`config.mk`:
```
export PLATFORM = sky130hd
export DESIGN_NAME = hmac_spongent_arbiter
export DESIGN_NICKNAME = d
export VERILOG_FILES = /design/src/rtl/hmac_spongent_arbiter.sv
export SDC_FILE = /design/constraint.sdc
export NUM_CORES = 1
export LEC_CHECK = 0
export BUFFER_PORTS_ARGS = -buffer_cell sky130_fd_sc_hd__buf_2
export CAP_MARGIN = 20
export CORE_AREA = 3 3 451 453
export CTS_BUF_LIST = sky130_fd_sc_hd__clkbuf_4
export DETAILED_ROUTE_END_ITERATION = 10
export DIE_AREA = 0 0 454 456
export GPL_ROUTABILITY_DRIVEN = 0
export PLACE_DENSITY_LB_ADDON = 0.2
export SYNTH_ARGS = -nofsm -noshare
export SYNTH_HDL_FRONTEND = slang
export SYNTH_SLANG_ARGS = --single-unit
export TNS_END_PERCENT = 5
```
`constraint.sdc`:
```
create_clock -name clk -period 2.53 [get_ports clk]
set_input_delay 0.3795 -clock clk [delete_from_list [all_inputs] [get_ports clk]]
set_output_delay 0.3795 -clock clk [all_outputs]
set_load 0.02 [all_outputs]
```
`src/rtl/hmac_spongent_arbiter.sv`:
```
// -----------------------------------------------------------------------------
// hmac_spongent_arbiter
//
// Shares one hmac_spongent engine between NREQ requesters. A round-robin
// arbiter picks a winner, its key/message slices are latched and driven to the
// engine. The engine reset/start is then sequenced, completion or timeout is
// watched for, and the digest is returned with a one-hot done pulse.
//
// Ports
//   clk          rising-edge clock
//   rst          asynchronous reset, active-low
//   req          per-requester request (level)
//   key_i        NREQ keys, slice i belongs to requester i
//   msg_i        NREQ messages, slice i belongs to requester i
//   gnt          one-hot 1-cycle pulse: inputs of that requester accepted
//   done         one-hot 1-cycle pulse: job of that requester finished
//   err_o        1-cycle pulse coincident with done when the job timed out
//   digest_o     result, valid from done, held until the next normal done
//   busy         high in every state except IDLE
//   eng_rst      engine reset/start, active-high (1 = hold engine in reset)
//   eng_key      latched key to the engine
//   eng_msg      latched message to the engine
//   eng_digest   engine digest
//   eng_end      engine end flag, level, held until eng_rst
//   dbg_state_o  current FSM state (0 IDLE, 1 LOAD, 2 RUN, 3 DONE, 4 RECOVER)
//
// Handshake: a requester raises req[i] and keeps key/msg stable; the cycle in
// which gnt[i] is high is the transfer cycle (req acts as valid, gnt as ready
// and valid&ready happens only there). key/msg are sampled only in that cycle.
// Dropping req before gnt withdraws the request; keeping req high after gnt
// is a new request.
// -----------------------------------------------------------------------------
module hmac_spongent_arbiter #(
    parameter int N           = 256,
    parameter int KEY_WIDTH   = 64,
    parameter int INPUT_WIDTH = 64,
    parameter int NREQ        = 4,
    parameter int TIMEOUT     = 4096,
    parameter int RECOVER_CYC = 2
) (
    input  logic                        clk,
    input  logic                        rst,
    input  logic [NREQ-1:0]             req,
    input  logic [NREQ*KEY_WIDTH-1:0]   key_i,
    input  logic [NREQ*INPUT_WIDTH-1:0] msg_i,
    output logic [NREQ-1:0]             gnt,
    output logic [NREQ-1:0]             done,
    output logic                        err_o,
    output logic [N-1:0]                digest_o,
    output logic                        busy,
    output logic                        eng_rst,
    output logic [KEY_WIDTH-1:0]        eng_key,
    output logic [INPUT_WIDTH-1:0]      eng_msg,
    input  logic [N-1:0]                eng_digest,
    input  logic                        eng_end,
    output logic [2:0]                  dbg_state_o
);

    localparam int PW = (NREQ > 1) ? $clog2(NREQ) : 1;
    localparam int CW = $clog2(TIMEOUT);
    localparam int RW = (RECOVER_CYC > 1) ? $clog2(RECOVER_CYC) : 1;

    localparam logic [CW-1:0] CNT_LAST = CW'(TIMEOUT - 1);
    localparam logic [RW-1:0] REC_LAST = RW'(RECOVER_CYC - 1);
    localparam logic [PW-1:0] PTR_LAST = PW'(NREQ - 1);

    typedef enum logic [2:0] {
        S_IDLE    = 3'd0,
        S_LOAD    = 3'd1,
        S_RUN     = 3'd2,
        S_DONE    = 3'd3,
        S_RECOVER = 3'd4
    } state_t;

    state_t                 state_q, state_d;
    logic [CW-1:0]          cnt_q, cnt_d;
    logic [RW-1:0]          rec_q, rec_d;
    logic [PW-1:0]          owner_q, owner_d;
    logic [PW-1:0]          rr_ptr_q, rr_ptr_d;
    logic [N-1:0]           digest_q, digest_d;
    logic [KEY_WIDTH-1:0]   key_q, key_d;
    logic [INPUT_WIDTH-1:0] msg_q, msg_d;

    logic                   win_found;
    logic [PW-1:0]          win_idx;
    logic [PW-1:0]          next_ptr;
    logic [NREQ-1:0]        owner_oh;
    logic [NREQ-1:0]        gnt_c;
    logic [NREQ-1:0]        done_c;
    logic                   err_c;

    // Round-robin pick: first set req bit scanning upward from rr_ptr. The
    // wrap is an explicit subtraction so NREQ need not be a power of two.
    always_comb begin
        int           idx;
        logic [PW-1:0] cand;
        win_found = 1'b0;
        win_idx   = '0;
        idx       = 0;
        cand      = '0;
        for (int k = 0; k < NREQ; k++) begin
            idx = int'(rr_ptr_q) + k;
            if (idx >= NREQ) begin
                idx = idx - NREQ;
            end
            cand = PW'(idx);
            if (!win_found && req[cand]) begin
                win_found = 1'b1;
                win_idx   = cand;
            end
        end
    end

    assign next_ptr = (owner_q == PTR_LAST) ? '0 : owner_q + PW'(1);
    assign owner_oh = NREQ'(1) << owner_q;

    always_comb begin
        state_d  = state_q;
        cnt_d    = cnt_q;
        rec_d    = rec_q;
        owner_d  = owner_q;
        rr_ptr_d = rr_ptr_q;
        digest_d = digest_q;
        key_d    = key_q;
        msg_d    = msg_q;
        gnt_c    = '0;
        done_c   = '0;
        err_c    = 1'b0;
        case (state_q)
            S_IDLE: begin
                if (win_found) begin
                    gnt_c   = NREQ'(1) << win_idx;
                    owner_d = win_idx;
                    key_d   = key_i[int'(win_idx) * KEY_WIDTH +: KEY_WIDTH];
                    msg_d   = msg_i[int'(win_idx) * INPUT_WIDTH +: INPUT_WIDTH];
                    state_d = S_LOAD;
                end
            end
            S_LOAD: begin
                // Engine inputs settle for one cycle while still in reset.
                cnt_d   = '0;
                state_d = S_RUN;
            end
            S_RUN: begin
                cnt_d = cnt_q + CW'(1);
                // End takes priority over a timeout in the same cycle.
                if (eng_end) begin
                    digest_d = eng_digest;
                    state_d  = S_DONE;
                end else if (cnt_q == CNT_LAST) begin
                    rec_d   = '0;
                    state_d = S_RECOVER;
                end
            end
            S_DONE: begin
                done_c   = owner_oh;
                rr_ptr_d = next_ptr;
                state_d  = S_IDLE;
            end
            S_RECOVER: begin
                if (rec_q == REC_LAST) begin
                    done_c   = owner_oh;
                    err_c    = 1'b1;
                    rr_ptr_d = next_ptr;
                    state_d  = S_IDLE;
                end else begin
                    rec_d = rec_q + RW'(1);
                end
            end
            default: begin
                state_d = S_IDLE;
            end
        endcase
    end

    always_ff @(posedge clk or negedge rst) begin
        if (!rst) begin
            state_q  <= S_IDLE;
            cnt_q    <= '0;
            rec_q    <= '0;
            owner_q  <= '0;
            rr_ptr_q <= '0;
            digest_q <= '0;
            key_q    <= '0;
            msg_q    <= '0;
        end else begin
            state_q  <= state_d;
            cnt_q    <= cnt_d;
            rec_q    <= rec_d;
            owner_q  <= owner_d;
            rr_ptr_q <= rr_ptr_d;
            digest_q <= digest_d;
            key_q    <= key_d;
            msg_q    <= msg_d;
        end
    end

    // gnt is combinational on req; masking with rst keeps it low while the
    // block is held in reset even if requesters are already asserting req.
    assign gnt         = rst ? gnt_c : '0;
    assign done        = done_c;
    assign err_o       = err_c;
    assign digest_o    = digest_q;
    assign busy        = (state_q != S_IDLE);
    assign eng_rst     = (state_q != S_RUN);
    assign eng_key     = key_q;
    assign eng_msg     = msg_q;
    assign dbg_state_o = state_q;

endmodule
```
==> impl_metrics.tcl, run 1 <==
set metrics [dict create \
    status "stopped before the end" \
    lastStage "4_1_cts" \
    error_line "[ERROR RSZ-0060] Max buffer count reached." \
    yosys-mux-area-fraction 0.2094 \
    place_hpwl_mm 114.3 \
    dpl_cell_area_sq_mm 0.02997 \
    syn-cell-area_sq_mm 0.02018 \
    cts_hold_buf 1147 \
    synthSimpleGateAreaFrac 0.07930 \
    cts_max_path_buffers 3 \
    die_w_microns 454 \
    io-pin-count 1173 \
    yosys.area.top_type_share 0.5010 \
    synth_xor_area_frac 0 \
    async_flop_share 1.000 \
    syn_inst 1726 \
    yosys.area.top_type "dfrtp_1" \
    cts.sinks 404 \
    synth_seq_cells 404 \
    die_h_microns 456 \
    ys_warn_count 0 \
    ys_types 42 \
    cts_resized 27 \
    syn_nets 2506 \
    synth_top_family_by_area "multiplexers" \
    rows 164 \
    io_buffers 1172 \
    synth-edff-count 0 \
    synth-seq-area-share 0.5010 \
    htree_levels 4 \
    synth_fa_ha_area_frac 0.003100 \
    cts_setup_buffers 10 \
    numCtsBuffers 137 \
    synthTopCellsByArea "dfrtp_1 (50%), mux2_2 (14%), mux2i_1 (6.6%), a211o_1 (5.6%), o31ai_1 (4.8%)" \
    initial_utilization 0.1011 \
    avgSynthCellArea_sq_um 11.69 \
    cts_root_buf "clkbuf_4" \
    synthFlopType "dfrtp_1" \
    synth_compound_area_frac 0.1611 \
]
==> logic make-up after synthesis <==
logic type	after synthesis
and+or+nand+nor	315
buffers and inverters	195
DFF	404
muxes	390
AOI/OAI and AO/OA	417
adders and majority gates	5
==> synth_stat cells, types with 2 or more instances <==
library cell	n
a211o_1	128
a31o_2	2
nand3_1	5
nor4_1	2
dfrtp_1	404
buf_2	83
nand2_1	144
mux2_2	257
a21oi_1	5
nand2b_1	2
clkbuf_1	72
inv_2	2
o31ai_1	129
nor3_1	3
or2_1	3
nand4_1	133
ha_1	5
and2_1	5
inv_1	5
o211ai_1	128
buf_4	3
buf_1	19
buf_6	11
nor2_1	9
o21ai_0	14
mux2i_1	133
and3_1	2
a31oi_1	3
and4_1	2
==> through the flow <==
stage                     TNS (ns)  worst slack [ns]    util  hold slack, ns  std cells
after floorplan            -0.1019          -0.05097       -         0.08391       1726
after global placement           0           0.01696  0.1501          0.2840       5496
after detailed placement  -0.01197         -0.007373  0.1501          0.2822       5496
==> run 2, diff against run 1 <==
Settings changed: CORE_AREA 3 3 451 453 to 3 3 457 459, CTS_BUF_LIST sky130_fd_sc_hd__clkbuf_4 to unset, DIE_AREA 0 0 454 456 to 0 0 460 462, PLACE_DENSITY_LB_ADDON 0.2 to 0.15.
==> impl_metrics.tcl, run 2 <==
set metrics [dict create \
    status "complete, but fails checks" \
    violations "setup timing" \
    final_cell_mix "buf_2 (1163), dlygate4sd3_1 (452), dfrtp_1 (400), mux2_2 (257), nand2_1 (142)" \
    cts_tree "yes" \
    numCtsBuffers 58 \
    yosysMostFrequentCell "dfrtp_1" \
    drt-wirelength-per-cell_microns 23.59 \
    synthFlopType "dfrtp_1" \
    rsz0062_at_grt "yes" \
    critPathKind "flip-flop to output pin" \
    largest_reg_flops 256 \
    synth_seq_cells 404 \
    grt_max_degree 125 \
    peakVddDrop_uv 507.3 \
    min_period_ns 2.595 \
    cts.reportedPaths.clkPinSlew_ns 0.06 \
    cts_root_buf "clkbuf_16" \
    grt_pass1_vias 23450 \
    dp_slack_ns -0.03613 \
    post-route-period-util 1.026 \
    setup_viol 4 \
    yosys.area.top_type_share 0.5010 \
    vias_per_cell 3.563 \
    dpl_cell_area_sq_mm 0.03037 \
    cts_max_path_buffers 3 \
    drv_slew 0 \
    finalHoldViolations 0 \
    clock_skew_ns 0.03650 \
    fillCellCount 22930 \
    ant_nets 0 \
    synth-edff-count 0 \
    cell_internal_pwr_w 0.02431 \
    syn-cell-area_sq_mm 0.02018 \
    clk_latency_ns 0.68 \
    grt_pass1_wl_mm 193.3 \
    clkPwrFrac 0.205 \
    worstPathMaxFanout 5 \
    setup_slack_ns -0.06473 \
    critPathRequiredTime_ns 2.15 \
    critPathCaptureType "output pin" \
    mostFrequentLayoutCell "buf_2" \
    io_buffers 1172 \
    async_flop_share 1.000 \
    final_cell_area_sq_mm 0.03737 \
    nets 4189 \
    htree_levels 2 \
    slew-limit-headroom 0.4897 \
    drt_iter0_markers 1221 \
    setup_tns_ns -0.1935 \
    synthTopCellsByArea "dfrtp_1 (50%), mux2_2 (14%), mux2i_1 (6.6%), a211o_1 (5.6%), o31ai_1 (4.8%)" \
    yosys.area.top_type "dfrtp_1" \
    whs_ns 0.08595 \
    cts.sinks 404 \
    cap_viol_max_count 0 \
    crit_arrival_ns 2.22 \
    start_kind "flip-flop" \
    p_switching_w 0.01926 \
    p_comb_frac 0.533 \
    grt.overflow.total 0 \
    dr.pass1.iters 5 \
    fmax_ghz 0.3854 \
    num_vias 21960 \
    cellLeakagePower_nw 16.92 \
    io-pin-count 1173 \
    antenna_found_initial 62 \
    worstHoldPathType "input pin to flip-flop" \
    drt_wl_total_mm 145.4 \
    synth-seq-area-share 0.5010 \
    die_w_microns 460 \
    switching_share 0.4420 \
    syn_inst 1726 \
    ys_warn_count 0 \
    avgSynthCellArea_sq_um 11.69 \
    ys_types 42 \
    rows 166 \
    grt_use_total 0.1298 \
    syn_to_final_growth_pct 85.21 \
    initial_utilization 0.09854 \
    die_h_microns 462 \
    tightest_slew_ns 0.7654 \
    syn_nets 2506 \
    core_area_sq_mm 0.2048 \
    place_hpwl_mm 116.4 \
    drive_above_1_share 0.5065 \
    dieArea_sq_mm 0.2125 \
    p_per_area_mw_per_mm2 1166 \
    synth_common_cells "dfrtp_1 (404), mux2_2 (257), nand2_1 (144), mux2i_1 (133), nand4_1 (133)" \
    seqPwrFrac 0.263 \
    drc 0 \
]
run 2: cell counts after synthesis:
Identical to the previous run, type by type.
run 2: final cells by class:
cell class | instances | area, sq um | share of cell area
multi-input cells | 1127 | 9323 | 0.2494
clock buffers | 85 | 1714 | 0.04586
diodes | 20 | 50.05 | 0.001339
well taps | 2688 | 3363 | 0.08999
inverters | 7 | 28.78 | 0.0007700
flip-flops and latches | 404 | 10110 | 0.2706
clock inverters | 21 | 335.3 | 0.008972
repair buffers | 1811 | 12450 | 0.3330
run 2: worst paths after layout:
kind / from / end / slack [ns] / cells past startpoint
worst max-delay path: rr_ptr_q[1]$_DFFE_PN0P_ / gnt[0] / -0.06 / 8
worst min-delay path: msg_i[111] / eng_msg[47]$_DFFE_PN0P_ / 0.09 / 3
worst max register to register: rr_ptr_q[1]$_DFFE_PN0P_ / eng_msg[17]$_DFFE_PN0P_ / 0.02 / 9
worst min register to register: dbg_state_o[0]$_DFFE_PN0P_ / dbg_state_o[0]$_DFFE_PN0P_ / 0.49 / 1
max in group asynchronous: rst / digest_o[238]$_DFFE_PN0P_ / 0.74 / 5
min in group asynchronous: rst / eng_msg[1]$_DFFE_PN0P_ / 0.78 / 3
run 2: timing repair:
action / CTS / global route
setup buffers: 11 / 8
pin swaps: 6 / 7
endpoints found under the hold margin: 449 / 0
gates resized for setup: 27 / 22
cloned: 1 / 0
endpoints found under the setup margin: 10 / 20
hold buffers: 453 / 0
run 2: power groups by stage:
stage	clock (W)	sequential [W]	combinational, W
2_1_floorplan	0	0.0152	0.00840
5_1_grt	0.00962	0.0119	0.0250
4_1_cts	0.00941	0.0115	0.0236
3_5_place_dp	0	0.0116	0.0227
3_3_place_gp	0	0.0115	0.0228
6_report	0.00891	0.0114	0.0232
run 2: stage by stage:
stage	total power [W]	util	instances
floorplan	0.02357	-	1726
global placement	0.03434	0.1483	5564
detailed placement	0.03430	0.1483	5564
CTS	0.04456	0.1815	6135
global route	0.04646	0.1825	6159
finish	0.04358	0.1825	6163
run 2: cells by family after synthesis:
| logic type | count (synthesis) | synth area share |
|---|---|---|
| compound gates | 417 | 0.1611 |
| flops | 404 | 0.5010 |
| fa+ha+maj | 5 | 0.003100 |
| simple gates | 315 | 0.07930 |
| mux | 390 | 0.2094 |
| buf+inv | 195 | 0.04607 |
run 2: critical path, cell delays in order (launching register included):
cell	delay (ns)
dfrtp_2	0.45
mux2i_4	0.20
or2_4	0.26
buf_6	0.14
nand3_4	0.07
buf_12	0.12
nand2_4	0.05
nor2_2	0.13
buf_6	0.13
run 2: layer usage:
layer,GRT usage,part of all wire
met1,0.1486,0.39
met5,0,0.0021
met3,0.04879,0.091
met2,0.2204,0.48
met4,0.04629,0.034
Note: power is estimated with default switching activity, not from simulation.
==> run 3, diff against run 2 <==
Settings changed: ABC_AREA set to 1, CORE_AREA 3 3 457 459 to 3 3 452 454, DIE_AREA 0 0 460 462 to 0 0 455 457, GPL_ROUTABILITY_DRIVEN 0 to unset.
==> impl_metrics.tcl, run 3 <==
set metrics [dict create \
    status "complete, but fails checks" \
    violations "setup timing" \
    tightest_slew_ns 0.5625 \
    synth_seq_cells 404 \
    cts_root_buf "clkbuf_16" \
    cap_viol_max_count 0 \
    p_per_area_mw_per_mm2 1355 \
    rows 164 \
    syn_inst 2395 \
    die_h_microns 457 \
    min_period_ns 3.146 \
    initial_utilization 0.1047 \
    r2r_slack_ns -0.03 \
    critical_path.cell_chain "clkinvlp_4 > nand2_1 > nand2_1 > nand2_1 > nand2_2 > nand2_4 > nand2_4 > nand2_4 > nand3_4 > buf_12 > nor4_4 > buf_4" \
    slew-limit-headroom 0.6250 \
    dp_slack_ns -0.2835 \
    vias_per_cell 3.422 \
    dieArea_sq_mm 0.2079 \
    cellLeakagePower_nw 19.24 \
    crit_arrival_ns 2.77 \
    crit_path_top_delay_cell "dfrtp_2" \
    setup_slack_ns -0.6162 \
    synth_common_cells "nand2_1 (589), dfrtp_1 (404), inv_1 (395), nand3_1 (271), mux2_2 (256)" \
    dp.cells 6198 \
    ant_nets 0 \
    finalHoldViolations 0 \
    start_kind "flip-flop" \
    numCtsBuffers 57 \
    drt_iter0_markers 1049 \
    dpl_cell_area_sq_mm 0.03081 \
    largest_reg_flops 256 \
    clk_latency_ns 0.69 \
    io-pin-count 1173 \
    drv_slew 0 \
    synth-edff-count 0 \
    final_cell_mix "buf_2 (1163), nand2_1 (562), dlygate4sd3_1 (432), dfrtp_1 (402), inv_1 (389)" \
    synthTopCellsByArea "dfrtp_1 (48%), mux2_2 (14%), nand2_1 (11%), inv_1 (7.1%), nand3_1 (6.5%)" \
    synth-seq-area-share 0.4826 \
    core_area_sq_mm 0.2001 \
    num_vias 23230 \
    critPathRequiredTime_ns 2.15 \
    syn_nets 3175 \
    cp_num_buf_inv 3 \
    place_hpwl_mm 104.0 \
    grt_max_degree 83 \
    drt-wirelength-per-cell_microns 19.40 \
    cts.sinks 404 \
    grt_pass1_vias 25200 \
    drc 0 \
    ys_warn_count 0 \
    instances_no_fill 6789 \
    critPathCaptureType "output pin" \
    clock_skew_ns 0.04476 \
    mostFrequentLayoutCell "buf_2" \
    cp_top_family "simple AND/OR/NAND/NOR gates" \
    grt.overflow.total 0 \
    grt_pass1_wl_mm 182.2 \
    htree_levels 2 \
    dr.pass1.iters 6 \
    setup_viol 10 \
    critPathKind "flip-flop to output pin" \
    yosys.area.top_type_share 0.4826 \
    async_flop_share 1.000 \
    rsz0062_at_grt "yes" \
    cts_max_path_buffers 3 \
    avgSynthCellArea_sq_um 8.746 \
    drive_above_1_share 0.4351 \
    cts_tree "yes" \
    antenna_found_initial 47 \
    io_buffers 1172 \
    worstHoldPathType "input pin to flip-flop" \
    yosysMostFrequentCell "nand2_1" \
    fmax_ghz 0.3178 \
    final_cell_area_sq_mm 0.03800 \
    synthFlopType "dfrtp_1" \
    gp_congestion 0.8291 \
    yosys.area.top_type "dfrtp_1" \
    post-route-period-util 1.244 \
    finalPower_w 0.05150 \
    ys_types 37 \
    grt_use_total 0.1206 \
    worstPathMaxFanout 7 \
    peakVddDrop_uv 586.5 \
    syn_to_final_growth_pct 81.41 \
    drt_wl_total_mm 131.7 \
    nets 4839 \
    die_w_microns 455 \
    syn-cell-area_sq_mm 0.02095 \
    cts.reportedPaths.clkPinSlew_ns 0.07 \
    setup_tns_ns -2.115 \
    cp_slowest_stage_delay_ns 0.48 \
]
run 3: final timing paths:
path | cells past startpoint | to | startpoint
worst max register to register | 16 | eng_msg[27]$_DFFE_PN0P_ | rr_ptr_q[0]$_DFFE_PN0P_
max in group asynchronous | 4 | eng_key[36]$_DFFE_PN0P_ | rst
worst min register to register | 2 | eng_key[24]$_DFFE_PN0P_ | eng_key[24]$_DFFE_PN0P_
worst max-delay path | 12 | gnt[1] | rr_ptr_q[0]$_DFFE_PN0P_
worst min-delay path | 4 | eng_msg[8]$_DFFE_PN0P_ | msg_i[200]
min in group asynchronous | 3 | digest_o[235]$_DFFE_PN0P_ | rst
run 3: worst reg2reg max path, cell delays in order, from the launching register on:
cell        delay [ns]
dfrtp_2           0.48
clkinvlp_4        0.17
nand2_1           0.07
nand2_1           0.07
nand2_1           0.09
nand2_2           0.07
nand2_4           0.09
nand2_4           0.05
nand2_4           0.08
nand3_4           0.09
buf_12            0.14
buf_12            0.13
buf_12            0.15
buf_12            0.17
o211ai_1          0.31
buf_4             0.22
nand3_1           0.09
run 3: final cells by class:
class | count | area [sq um]
well taps | 2656 | 3323
flip-flops and latches | 404 | 10110
multi-input cells | 1441 | 8950
repair inverters | 1 | 7.507
clock buffers | 88 | 1703
clock inverters | 19 | 261.5
diodes | 26 | 65.06
repair buffers | 1756 | 12080
inverters | 398 | 1503
fillers | 22730 | 162100
run 3: metrics by stage:
| step | util | hold WS (ns) |
|---|---|---|
| final | 0.1899 | 0.07509 |
| after global routing | 0.1899 | 0.03452 |
| after floorplan | - | 0.08391 |
| after CTS | 0.1875 | 0.001638 |
| after detailed placement | 0.1540 | 0.4602 |
| after global placement | 0.1540 | 0.4586 |
run 3: logic make-up (layout without fill, tap and decap cells):
group	count (synthesis)	in the layout	share of synthesized area
simple gates	1075	1075	0.2340
compound gates	105	105	0.03542
buf+inv	550	2262	0.1074
mux	256	256	0.1376
fa+ha+maj	5	5	0.002987
other cells	0	26	0
flops	404	404	0.4826
run 3: power by group:
group          total [W]  internal [W]  leakage, nW  switching, W
sequential        0.0116       0.00981         4.85       0.00178
combinational     0.0313        0.0121         13.4        0.0192
clock            0.00859       0.00504        0.961       0.00355
run 3: what timing repair did:
action                     in CTS  in global routing
hold endpoints to repair      518                  0
setup endpoints to repair      37                133
cloned                          1                  4
pin swaps                      16                 18
setup buffers                  12                  9
gates resized for setup        87                 65
hold buffers                  432                  0
run 3: metal layers:
metal,global-route usage,wire length [microns],vias up
met5,0,39,-
met4,0.04609,4853,6
met3,0.03928,10810,190
met2,0.2116,64820,869
met1,0.1342,51160,11110
li1,-,-,11050
==> run 4, diff against run 3 <==
Settings changed: SLEW_MARGIN set to 20.
Clock period 2.53 ns to 2.9 ns, I/O delays scaled along.
==> impl_metrics.tcl, run 4 (same netlist as run 3, synthesis figures left out) <==
set metrics [dict create \
    drv_slew 0 \
    rows 164 \
    peakVddDrop_uv 694.0 \
    vias_per_cell 3.405 \
    cp_num_buf_inv 3 \
    worstHoldPathType "input pin to flip-flop" \
    critical_path.cell_chain "inv_4 > nand2_1 > nand2_2 > nand2_2 > nand2_2 > nor2_4 > nand3_2 > nand3_4 > buf_12 > nor4_4 > buf_4" \
    mostFrequentLayoutCell "buf_2" \
    cts.sinks 404 \
    nets 4668 \
    largest_reg_flops 256 \
    numCtsBuffers 59 \
    drive_above_1_share 0.4357 \
    hp-start "msg_i[79]" \
    start_kind "flip-flop" \
    clk_latency_ns 0.71 \
    dieArea_sq_mm 0.2079 \
    r2r_slack_ns -0.03 \
    clock_skew_ns 0.08391 \
    core_area_sq_mm 0.2001 \
    initial_utilization 0.1047 \
    rr_worst_depth 17 \
    critPathRequiredTime_ns 2.47 \
    cts_tree "yes" \
    tightest_slew_ns 0.7188 \
    crit_arrival_ns 2.53 \
    drt_wl_total_mm 130.2 \
    cts_root_buf "clkbuf_16" \
    r2r-end "eng_msg[2]$_DFFE_PN0P_" \
    cp_slowest_stage_delay_ns 0.46 \
    dr.pass1.iters 5 \
    drt_iter0_markers 970 \
    worstPathMaxFanout 6 \
    status "complete, but fails checks" \
    crit_path_top_delay_cell "dfrtp_2" \
    r2r-start "rr_ptr_q[0]$_DFFE_PN0P_" \
    cts_max_path_buffers 3 \
    critPathCaptureType "output pin" \
    min_period_ns 2.970 \
    gp_congestion 0.8303 \
    slew-limit-headroom 0.5208 \
    final_cell_mix "buf_2 (1163), nand2_1 (570), dfrtp_1 (402), inv_1 (390), dlygate4sd3_1 (309)" \
    finalHoldViolations 0 \
    whs_ns 0.07729 \
    critPathKind "flip-flop to output pin" \
    grt.overflow.total 0 \
    instances_no_fill 6601 \
    num_vias 22480 \
    rsz0062_at_grt "yes" \
    grt_max_degree 103 \
    cellLeakagePower_nw 18.45 \
    violations "setup timing" \
    io-pin-count 1173 \
    cp_top_family "simple AND/OR/NAND/NOR gates" \
    drt-wirelength-per-cell_microns 19.72 \
    cts.reportedPaths.clkPinSlew_ns 0.05 \
    setup_slack_ns -0.06975 \
    io_buffers 1172 \
    place_hpwl_mm 102.8 \
    grt_pass1_wl_mm 181.0 \
    hold-path-cell-count 3 \
    drc 0 \
    post-route-period-util 1.024 \
    grt_use_total 0.1196 \
    die_w_microns 455 \
    grt_pass1_vias 24230 \
    p_per_area_mw_per_mm2 1207 \
    cap_viol_max_count 0 \
    htree_levels 2 \
    dp.cells 6152 \
    syn_to_final_growth_pct 72.29 \
    die_h_microns 457 \
    min_to "eng_msg[15]$_DFFE_PN0P_" \
    fmax_ghz 0.3367 \
    crit_path_frequent_cell "nand2_2" \
    setup_viol 5 \
    antenna_found_initial 30 \
    ant_nets 0 \
]
[run 4: cell types whose count changed in the layout (fill, tap and decap cells not counted), moves of 4 or more]
| cell | previous run | this run |
|---|---|---|
| nand3_1 | 253 | 264 |
| nand2_2 | 20 | 14 |
| nor2_1 | 12 | 16 |
| buf_6 | 28 | 8 |
| buf_12 | 37 | 26 |
| buf_4 | 84 | 70 |
| clkinv_2 | 10 | 5 |
| nand2_1 | 562 | 570 |
| dlygate4sd3_1 | 432 | 309 |
| nand3_2 | 13 | 3 |
| diode_2 | 26 | 13 |
[run 4: final cells by class]
cell class,instances,area [sq um]
Sequential cell,404,10110
Fill cell,22790,164000
Tap cell,2656,3323
Timing Repair Buffer,1583,10230
Timing Repair inverter,1,7.507
Multi-Input combinational cell,1441,8823
Inverter,398,1509
Clock inverter,16,291.5
Clock buffer,89,1759
Antenna cell,13,32.53
[run 4: metal layers]
metal,GRT usage,vias to the layer above,share of wire
li1,-,10690,-
met1,0.1355,10850,0.39
met2,0.2155,798,0.50
met3,0.03993,132,0.083
met4,0.02571,4,0.021
met5,0,-,0.00021
[run 4: worst max path at each step]
stage	startpoint	to	slack, ns	cells after the start
finish	rr_ptr_q[1]$_DFFE_PN0P_	gnt[1]	-0.07	11
global route	rr_ptr_q[1]$_DFFE_PN0P_	gnt[1]	-0.29	11
CTS	rr_ptr_q[0]$_DFFE_PN0P_	gnt[1]	-0.11	11
detailed placement	rr_ptr_q[0]$_DFFE_PN0P_	gnt[1]	0.25	10
global placement	rr_ptr_q[0]$_DFFE_PN0P_	eng_msg[63]$_DFFE_PN0P_	0.20	13
floorplan	rr_ptr_q[0]$_DFFE_PN0P_	gnt[3]	0.37	13
[run 4: metrics by stage]
step           setup WS (ns)  TNS (ns)  utilization  power (W)  cell area, sq um
2_1_floorplan         0.3747         0            -    0.02457             20950
3_3_place_gp          0.2019         0       0.1519    0.03510             30390
3_5_place_dp          0.2483         0       0.1519    0.03501             30390
4_1_cts              -0.1058   -0.4432       0.1794    0.04457             35890
5_1_grt              -0.2941    -1.626       0.1803    0.04708             36080
6_report            -0.06975   -0.1721       0.1804    0.04355             36090
[run 4: worst reg2reg max path, cell delays in order, from the launching register on]
cell,delay [ns]
dfrtp_2,0.47
buf_6,0.17
buf_4,0.13
nand2_2,0.05
nand2_2,0.05
nand2_1,0.06
nand2_1,0.07
nand2_2,0.11
nand2_2,0.07
nand2_4,0.08
nand3_4,0.09
buf_4,0.15
buf_12,0.15
buf_8,0.25
or2_2,0.27
nand3_1,0.07
nand3_1,0.07
dlygate4sd3_1,0.56
[run 4: repair_timing]
item	in CTS	in global routing
resized for setup	52	31
endpoints found under the hold margin	377	0
gates cloned	3	1
buffers inserted	12	6
hold buffers	309	0
pin swaps	23	13
setup endpoints to repair	8	10
[run 4: power breakdown]
group	internal, W	leakage (nW)	switching (W)
sequential	0.00856	4.85	0.00156
clock	0.00462	1.00	0.00307
combinational	0.00937	12.6	0.0164
